===== config.mk =====
export PLATFORM = sky130hd
export DESIGN_NAME = one_to_two_demux_buffer_flat
export DESIGN_NICKNAME = d
export VERILOG_FILES = /design/src/rtl/demux_pkg.sv /design/src/rtl/one_to_two_demux_buffer_if.sv /design/src/rtl/demux_fifo.sv /design/src/rtl/one_to_two_demux_buffer.sv /design/src/flat_wrapper.sv
export SDC_FILE = /design/constraint.sdc
export NUM_CORES = 1
export LEC_CHECK = 0
export ABC_AREA = 1
export ABC_CLOCK_PERIOD_IN_PS = 2000
export CAP_MARGIN = 10
export CORE_MARGIN = 2
export CORE_UTILIZATION = 54
export CTS_CLUSTER_SIZE = 20
export DETAILED_ROUTE_END_ITERATION = 10
export PLACE_DENSITY = 0.88
export SKIP_CTS_REPAIR_TIMING = 1
export SLEW_MARGIN = 30
export SYNTH_ARGS = -nofsm -noshare
export SYNTH_HDL_FRONTEND = slang
export SYNTH_SLANG_ARGS = --single-unit

===== constraint.sdc =====
create_clock -name clk -period 2 [get_ports clk]
set_input_delay 0.2 -clock clk [delete_from_list [all_inputs] [get_ports clk]]
set_output_delay 0.2 -clock clk [all_outputs]
set_load 0.1 [all_outputs]

===== src/rtl/demux_pkg.sv =====
// Shared types and defaults for the one-to-two demux buffer.
package demux_pkg;

  localparam int unsigned DEMUX_WIDTH_DEFAULT = 64;
  localparam int unsigned DEMUX_DEPTH_DEFAULT = 2;

  typedef logic [15:0] stall_cnt_t;

  typedef enum logic [1:0] {
    StEmpty,
    StPartial,
    StFull
  } fifo_state_e;

  function automatic int unsigned ptr_width(input int unsigned depth);
    return (depth > 1) ? $clog2(depth) : 1;
  endfunction

endpackage


===== src/rtl/one_to_two_demux_buffer_if.sv =====
// Upstream and dual downstream valid/ready bundle of the demux buffer.
interface one_to_two_demux_buffer_if #(
  parameter int unsigned WIDTH = demux_pkg::DEMUX_WIDTH_DEFAULT
);
  logic             in_valid;
  logic             in_sel;
  logic [WIDTH-1:0] in_data;
  logic             in_ready;
  logic [1:0]       out_valid;
  logic [1:0]       out_ready;
  logic [WIDTH-1:0] out_data0;
  logic [WIDTH-1:0] out_data1;

  modport master (
    output in_valid, in_sel, in_data, out_ready,
    input  in_ready, out_valid, out_data0, out_data1
  );

  modport slave (
    input  in_valid, in_sel, in_data, out_ready,
    output in_ready, out_valid, out_data0, out_data1
  );
endinterface


===== src/rtl/demux_fifo.sv =====
// Small per-output FIFO; occupancy is tracked both as a count and as an EMPTY/PARTIAL/FULL state.
module demux_fifo
  import demux_pkg::*;
#(
  parameter int unsigned WIDTH = DEMUX_WIDTH_DEFAULT,
  parameter int unsigned DEPTH = DEMUX_DEPTH_DEFAULT
) (
  input  logic             clk,
  input  logic             reset_n,
  input  logic             push,
  input  logic [WIDTH-1:0] push_data,
  input  logic             pop,
  output logic             full,
  output logic             empty,
  output logic [WIDTH-1:0] head_data
);

  localparam int unsigned PtrW = ptr_width(DEPTH);
  localparam int unsigned CntW = PtrW + 1;
  localparam logic [CntW-1:0] CntOne    = CntW'(1);
  localparam logic [CntW-1:0] CntLastM1 = CntW'(DEPTH - 1);

  logic [WIDTH-1:0] mem_q [DEPTH];
  logic [PtrW-1:0]  wr_ptr_q, rd_ptr_q;
  logic [CntW-1:0]  count_q, count_d;
  fifo_state_e      state_q, state_d;
  logic             do_push, do_pop;

  // A full FIFO refuses pushes even when it pops in the same cycle.
  assign do_push = push && !full;
  assign do_pop  = pop && !empty;

  always_ff @(posedge clk or negedge reset_n) begin
    if (!reset_n) begin
      for (int i = 0; i < DEPTH; i++) mem_q[i] <= '0;
      wr_ptr_q <= '0;
      rd_ptr_q <= '0;
      count_q  <= '0;
    end else begin
      if (do_push) begin
        mem_q[wr_ptr_q] <= push_data;
        wr_ptr_q        <= wr_ptr_q + 1'b1;
      end
      if (do_pop) rd_ptr_q <= rd_ptr_q + 1'b1;
      count_q <= count_d;
    end
  end

  always_comb begin
    count_d = count_q;
    case ({do_push, do_pop})
      2'b10:   count_d = count_q + CntOne;
      2'b01:   count_d = count_q - CntOne;
      default: count_d = count_q;
    endcase
  end

  always_ff @(posedge clk or negedge reset_n) begin
    if (!reset_n) state_q <= StEmpty;
    else          state_q <= state_d;
  end

  always_comb begin
    state_d = state_q;
    case (state_q)
      StEmpty: begin
        if (do_push) state_d = StPartial;
      end
      StPartial: begin
        if (do_push && !do_pop && count_q == CntLastM1)  state_d = StFull;
        else if (do_pop && !do_push && count_q == CntOne) state_d = StEmpty;
      end
      StFull: begin
        if (do_pop) state_d = StPartial;
      end
      default: state_d = StEmpty;
    endcase
  end

  always_comb begin
    full      = (state_q == StFull);
    empty     = (state_q == StEmpty);
    head_data = (state_q == StEmpty) ? '0 : mem_q[rd_ptr_q];
  end

endmodule


===== src/rtl/one_to_two_demux_buffer.sv =====
// Steers each upstream word into one of two output FIFOs and counts upstream stall cycles.
module one_to_two_demux_buffer
  import demux_pkg::*;
#(
  parameter int unsigned WIDTH = DEMUX_WIDTH_DEFAULT,
  parameter int unsigned DEPTH = DEMUX_DEPTH_DEFAULT
) (
  input  logic                        clk,
  input  logic                        reset_n,
  one_to_two_demux_buffer_if.slave    bus,
  output stall_cnt_t                  overflow_cnt
);

  logic       full0, full1, empty0, empty1;
  logic       in_ready, push0, push1;
  stall_cnt_t ovf_q, ovf_d;

  // Only the selected side's fullness matters; out_ready never reaches in_ready.
  assign in_ready     = bus.in_sel ? !full1 : !full0;
  assign push0        = bus.in_valid && in_ready && !bus.in_sel;
  assign push1        = bus.in_valid && in_ready && bus.in_sel;
  assign bus.in_ready  = in_ready;
  assign bus.out_valid = {!empty1, !empty0};

  demux_fifo #(
    .WIDTH(WIDTH),
    .DEPTH(DEPTH)
  ) u_fifo0 (
    .clk      (clk),
    .reset_n  (reset_n),
    .push     (push0),
    .push_data(bus.in_data),
    .pop      (bus.out_ready[0]),
    .full     (full0),
    .empty    (empty0),
    .head_data(bus.out_data0)
  );

  demux_fifo #(
    .WIDTH(WIDTH),
    .DEPTH(DEPTH)
  ) u_fifo1 (
    .clk      (clk),
    .reset_n  (reset_n),
    .push     (push1),
    .push_data(bus.in_data),
    .pop      (bus.out_ready[1]),
    .full     (full1),
    .empty    (empty1),
    .head_data(bus.out_data1)
  );

  always_comb begin
    ovf_d = ovf_q;
    if (bus.in_valid && !in_ready && ovf_q != 16'hFFFF) ovf_d = ovf_q + 16'd1;
  end

  always_ff @(posedge clk or negedge reset_n) begin
    if (!reset_n) ovf_q <= '0;
    else          ovf_q <= ovf_d;
  end

  assign overflow_cnt = ovf_q;

endmodule


===== src/flat_wrapper.sv =====
// flat-port wrapper written by rule: the top's interface ports become plain ports
module one_to_two_demux_buffer_flat import demux_pkg::*;
#(
  parameter int unsigned WIDTH = DEMUX_WIDTH_DEFAULT,
  parameter int unsigned DEPTH = DEMUX_DEPTH_DEFAULT
)
  (clk, reset_n, overflow_cnt, bus_in_valid, bus_in_sel, bus_in_data, bus_out_ready, bus_in_ready, bus_out_valid, bus_out_data0, bus_out_data1);
  one_to_two_demux_buffer_if #(.WIDTH(WIDTH)) bus_i ();
  input  logic clk;
  input  logic reset_n;
  output stall_cnt_t overflow_cnt;
  input wire logic [$bits(bus_i.in_valid)-1:0] bus_in_valid;
  input wire logic [$bits(bus_i.in_sel)-1:0] bus_in_sel;
  input wire logic [$bits(bus_i.in_data)-1:0] bus_in_data;
  input wire logic [$bits(bus_i.out_ready)-1:0] bus_out_ready;
  output wire logic [$bits(bus_i.in_ready)-1:0] bus_in_ready;
  output wire logic [$bits(bus_i.out_valid)-1:0] bus_out_valid;
  output wire logic [$bits(bus_i.out_data0)-1:0] bus_out_data0;
  output wire logic [$bits(bus_i.out_data1)-1:0] bus_out_data1;
  assign bus_i.in_valid = bus_in_valid;
  assign bus_i.in_sel = bus_in_sel;
  assign bus_i.in_data = bus_in_data;
  assign bus_i.out_ready = bus_out_ready;
  assign bus_in_ready = bus_i.in_ready;
  assign bus_out_valid = bus_i.out_valid;
  assign bus_out_data0 = bus_i.out_data0;
  assign bus_out_data1 = bus_i.out_data1;
  one_to_two_demux_buffer #(.WIDTH(WIDTH), .DEPTH(DEPTH)) u_core (.clk(clk), .reset_n(reset_n), .bus(bus_i), .overflow_cnt(overflow_cnt));
endmodule

==> summary.txt <==
Placed design
  • Dpl ws: between 100 and 150 ps
  • HPWL after detailed placement: approximately 25 mm
  • Port buffer count: roughly 220
  • Gpl congestion: just over 0.8
  • Area after DPL: between 15000 and 20000 um^2

Critical path
  • Startpoint types: register
  • Required @ worst endpoint: 1800 ps
  • CP cell instances: inv_8 > buf_12 > nand2_1 > a21oi_4 > buf_12
  • Worst R2R End: u_core.u_fifo0.mem_q[59]
  • Worst R2R Path Depth: 8
  • Setup CP Type: reg2out
  • Crit-path most repeated cell: buf_12
  • R2r startpoint: u_core.u_fifo0.state_q[1]
  • CP arrival: roughly 2100 ps
  • Critical path's slowest cell: dfrtp_2
  • Crit path max-delay family: buffers and inverters
  • Crit path max fanout: 17
  • CP bufs+invs: 3
  • Reg-to-reg slack, setup: 160 ps
  • Endpoint type of the worst setup path: output pin
  • Crit-path max cell delay: 500 ps
  • Worst setup path startpoint: u_core.u_fifo0.rd_ptr_q

Yosys
  • Synth Register Bits: approximately 280
  • Yosys top cell area share: 0.542
  • Share of flip-flops with an asynchronous set or reset: 1.00
  • Syn Inst Count: around 1500
  • Post-Syn Area: 13100 um^2
  • Most used DFF post-synth: dfrtp_1
  • Avg Cell Area, Syn: between 8 and 9 um^2
  • Yosys warns: 0
  • Post-synth top area cell: dfrtp_1
  • Largest cells by area after synthesis: dfrtp_1, nand2_1, o21ai_2
  • Distinct cells, synth: 25
  • Syn nets: between 1500 and 2000
  • Sequential share of the synthesized area: 0.542
  • Post-synth EDFFs: 0

Final layout
  • Final design utilization: 0.853
  • Final nets: ~1900
  • FF+latch area: about 7100 um^2
  • Layout cell share with drive strength beyond 1: 0.340
  • Synthesis-to-finish area growth: 56.7%
  • Final instance area: a little over 20000 um^2
  • ANT cells: 0
  • Multi-input gate area: 6730 um^2
  • Filler instances: between 1000 and 1500

Die
  • Die Width: between 150 and 200 um
  • # rows: 57
  • Starting Density: 0.544
  • Die Ht: 160 um
  • Full die area: between 20000 and 30000 um^2
  • IO Count: about 220
  • Core Region: about 24000 um^2

Clocking
  • Clk_lat worst skew: between 500 and 600 ps
  • CTS tree: built
  • Worst-path clk slew: roughly 60 ps
  • CTS root buf: clkbuf_16
  • Total CTS buffers: 29
  • Sink Count: 284
  • Max Root-Sink Buffers: 3
  • CTS H-tree lvls: 1

Run status
  • Failing checks: negative setup slack
  • Status: finished with violations

Job
  • Maxcap violations: 0

Detailed routing
  • Vias: 13000
  • Total Wirelength: a little under 50 mm
  • Via density: 6.10
  • Wire per inst: roughly 23 um
  • Drt pass-1 iters: 8
  • DR iter-0 viols: roughly 1400
  • Remaining DRCs: 0
  • Post-route ant nets: 0

Timing
  • Final worst slack: -322 ps
  • Pins Over Slew Limit: 0
  • Setup TNS: -10130 ps
  • Endpoints failing setup: 128
  • Final period util: 1.16
  • Minimum clock period: ~2300 ps
  • Least-Margin Pin Slew: about 520 ps
  • RSZ-0062 raised after global routing: true
  • Slew HR: 0.653
  • Fmax achieved: between 400 and 500 MHz
  • Post-route clock skew: roughly 12 ps
  • Final Hold Viols: 0

Global routing
  • Total track usage: 0.305
  • Grt ovf: 0
  • Vias in the first global route: roughly 12000
  • First-pass GRT wire length: ~63 mm
  • Largest net degree at the start of global routing: 83
  • Initial antenna violation count: 0

Worst hold path
  • Hold Crit Class: in2async
layer usage:
layer / GRT usage / share of wire / wire [um] / vias to the layer above
li1: - / - / - / 5452
met1: 0.383 / 0.35 / 17100 / 6464
met2: 0.535 / 0.50 / 24900 / 869
met3: 0.0418 / 0.090 / 4440 / 238
met4: 0.127 / 0.060 / 2960 / 0
met5: 0 / 0 / 0 / -
flip-flops by register name, indices dropped and copies added, names as in the netlist:
register and cells:
u_core.u_fifo1.count_q 2, u_core.u_fifo0.count_q 2, u_core.u_fifo0.mem_q 128, u_core.u_fifo0.rd_ptr_q 1, u_core.overflow_cnt 16, u_core.u_fifo1.state_q 2
u_core.u_fifo1.rd_ptr_q 1, u_core.u_fifo1.mem_q 128, u_core.u_fifo1.wr_ptr_q 1, u_core.u_fifo0.state_q 2, u_core.u_fifo0.wr_ptr_q 1
cell usage after synthesis, types with 2 or more instances:
cell,n
buf_2,20
nand3_1,12
o21ai_1,57
o21ai_0,104
buf_6,26
clkbuf_1,45
nand4_1,8
o21ai_2,100
buf_1,7
xor2_1,7
nand2_2,2
or2_4,2
nor2_1,24
a21oi_1,128
xnor2_1,6
inv_2,6
inv_1,83
nand2_1,610
dfrtp_1,284
ha_1,7
kinds of logic after synthesis:
logic type,after synthesis,synth area share
AND/OR/NAND/NOR,660,0.193
AO/OA/AOI/OAI,392,0.180
flip-flops,284,0.542
buffers and inverters,187,0.0703
XOR/XNOR,13,0.00868
adder cells (fa/ha/maj),7,0.00668
worst max path at each step:
stage	end	slack (ps)	cells past startpoint
global placement	u_core.u_fifo1.mem_q[90]	210	7
global route	bus_out_data0[23]	-310	4
detailed placement	u_core.u_fifo1.mem_q[102]	110	7
floorplan	bus_out_data1[54]	-580	4
finish	bus_out_data0[23]	-320	5
CTS	bus_out_data0[24]	-350	5
worst register-to-register path: stages, from the launching register on:
cell,delay (ps)
dfrtp_2,440
buf_4,150
a21oi_2,180
nand2_2,140
inv_2,140
nand2_4,70
buf_4,270
nand2_1,170
o21ai_0,120
through the flow:
stage                     hold WS (ps)  cells
after global placement             147   2017
final                              161   2134
after detailed placement           156   2017
after CTS                         -412   2069
after floorplan                  -95.6   1543
after global routing               209   2134
layout make-up:
class                   count  share of cell area
flip-flops and latches    284               0.347
multi-input cells        1072               0.327
repair buffers            313               0.241
clock buffers              43              0.0427
well taps                 324              0.0197
inverters                  89              0.0172
clock inverters             9             0.00584
cells in the final DEF (no fill, tap or decap), types with 2 or more instances in the layout:
| cell | synthesis | final |
|---|---|---|
| buf_8 | 0 | 7 |
| xnor2_1 | 6 | 6 |
| nor2_4 | 0 | 2 |
| clkbuf_8 | 0 | 10 |
| nand3_1 | 12 | 12 |
| dfrtp_1 | 284 | 271 |
| o21ai_1 | 57 | 57 |
| clkbuf_1 | 45 | 4 |
| nand2_1 | 610 | 542 |
| buf_16 | 0 | 4 |
| nand4_1 | 8 | 8 |
| a21oi_2 | 1 | 17 |
| inv_2 | 6 | 4 |
| buf_12 | 0 | 157 |
| o21ai_0 | 104 | 104 |
| dfrtp_2 | 0 | 12 |
| xor2_1 | 7 | 7 |
| buf_4 | 0 | 53 |
| buf_6 | 26 | 5 |
| o21ai_2 | 100 | 100 |
| nand2_2 | 2 | 44 |
| nor2_1 | 24 | 22 |
| clkinv_2 | 0 | 6 |
| inv_1 | 83 | 83 |
| bufinv_16 | 0 | 3 |
| nand2_4 | 0 | 26 |
| or2_4 | 2 | 2 |
| ha_1 | 7 | 7 |
| a21oi_4 | 0 | 112 |
| clkdlybuf4s50_1 | 0 | 68 |
| clkbuf_16 | 0 | 47 |
Power is left out: the tool's default activity adds up to more than one toggle a clock period on the data nets, which glitch-free logic cannot reach.
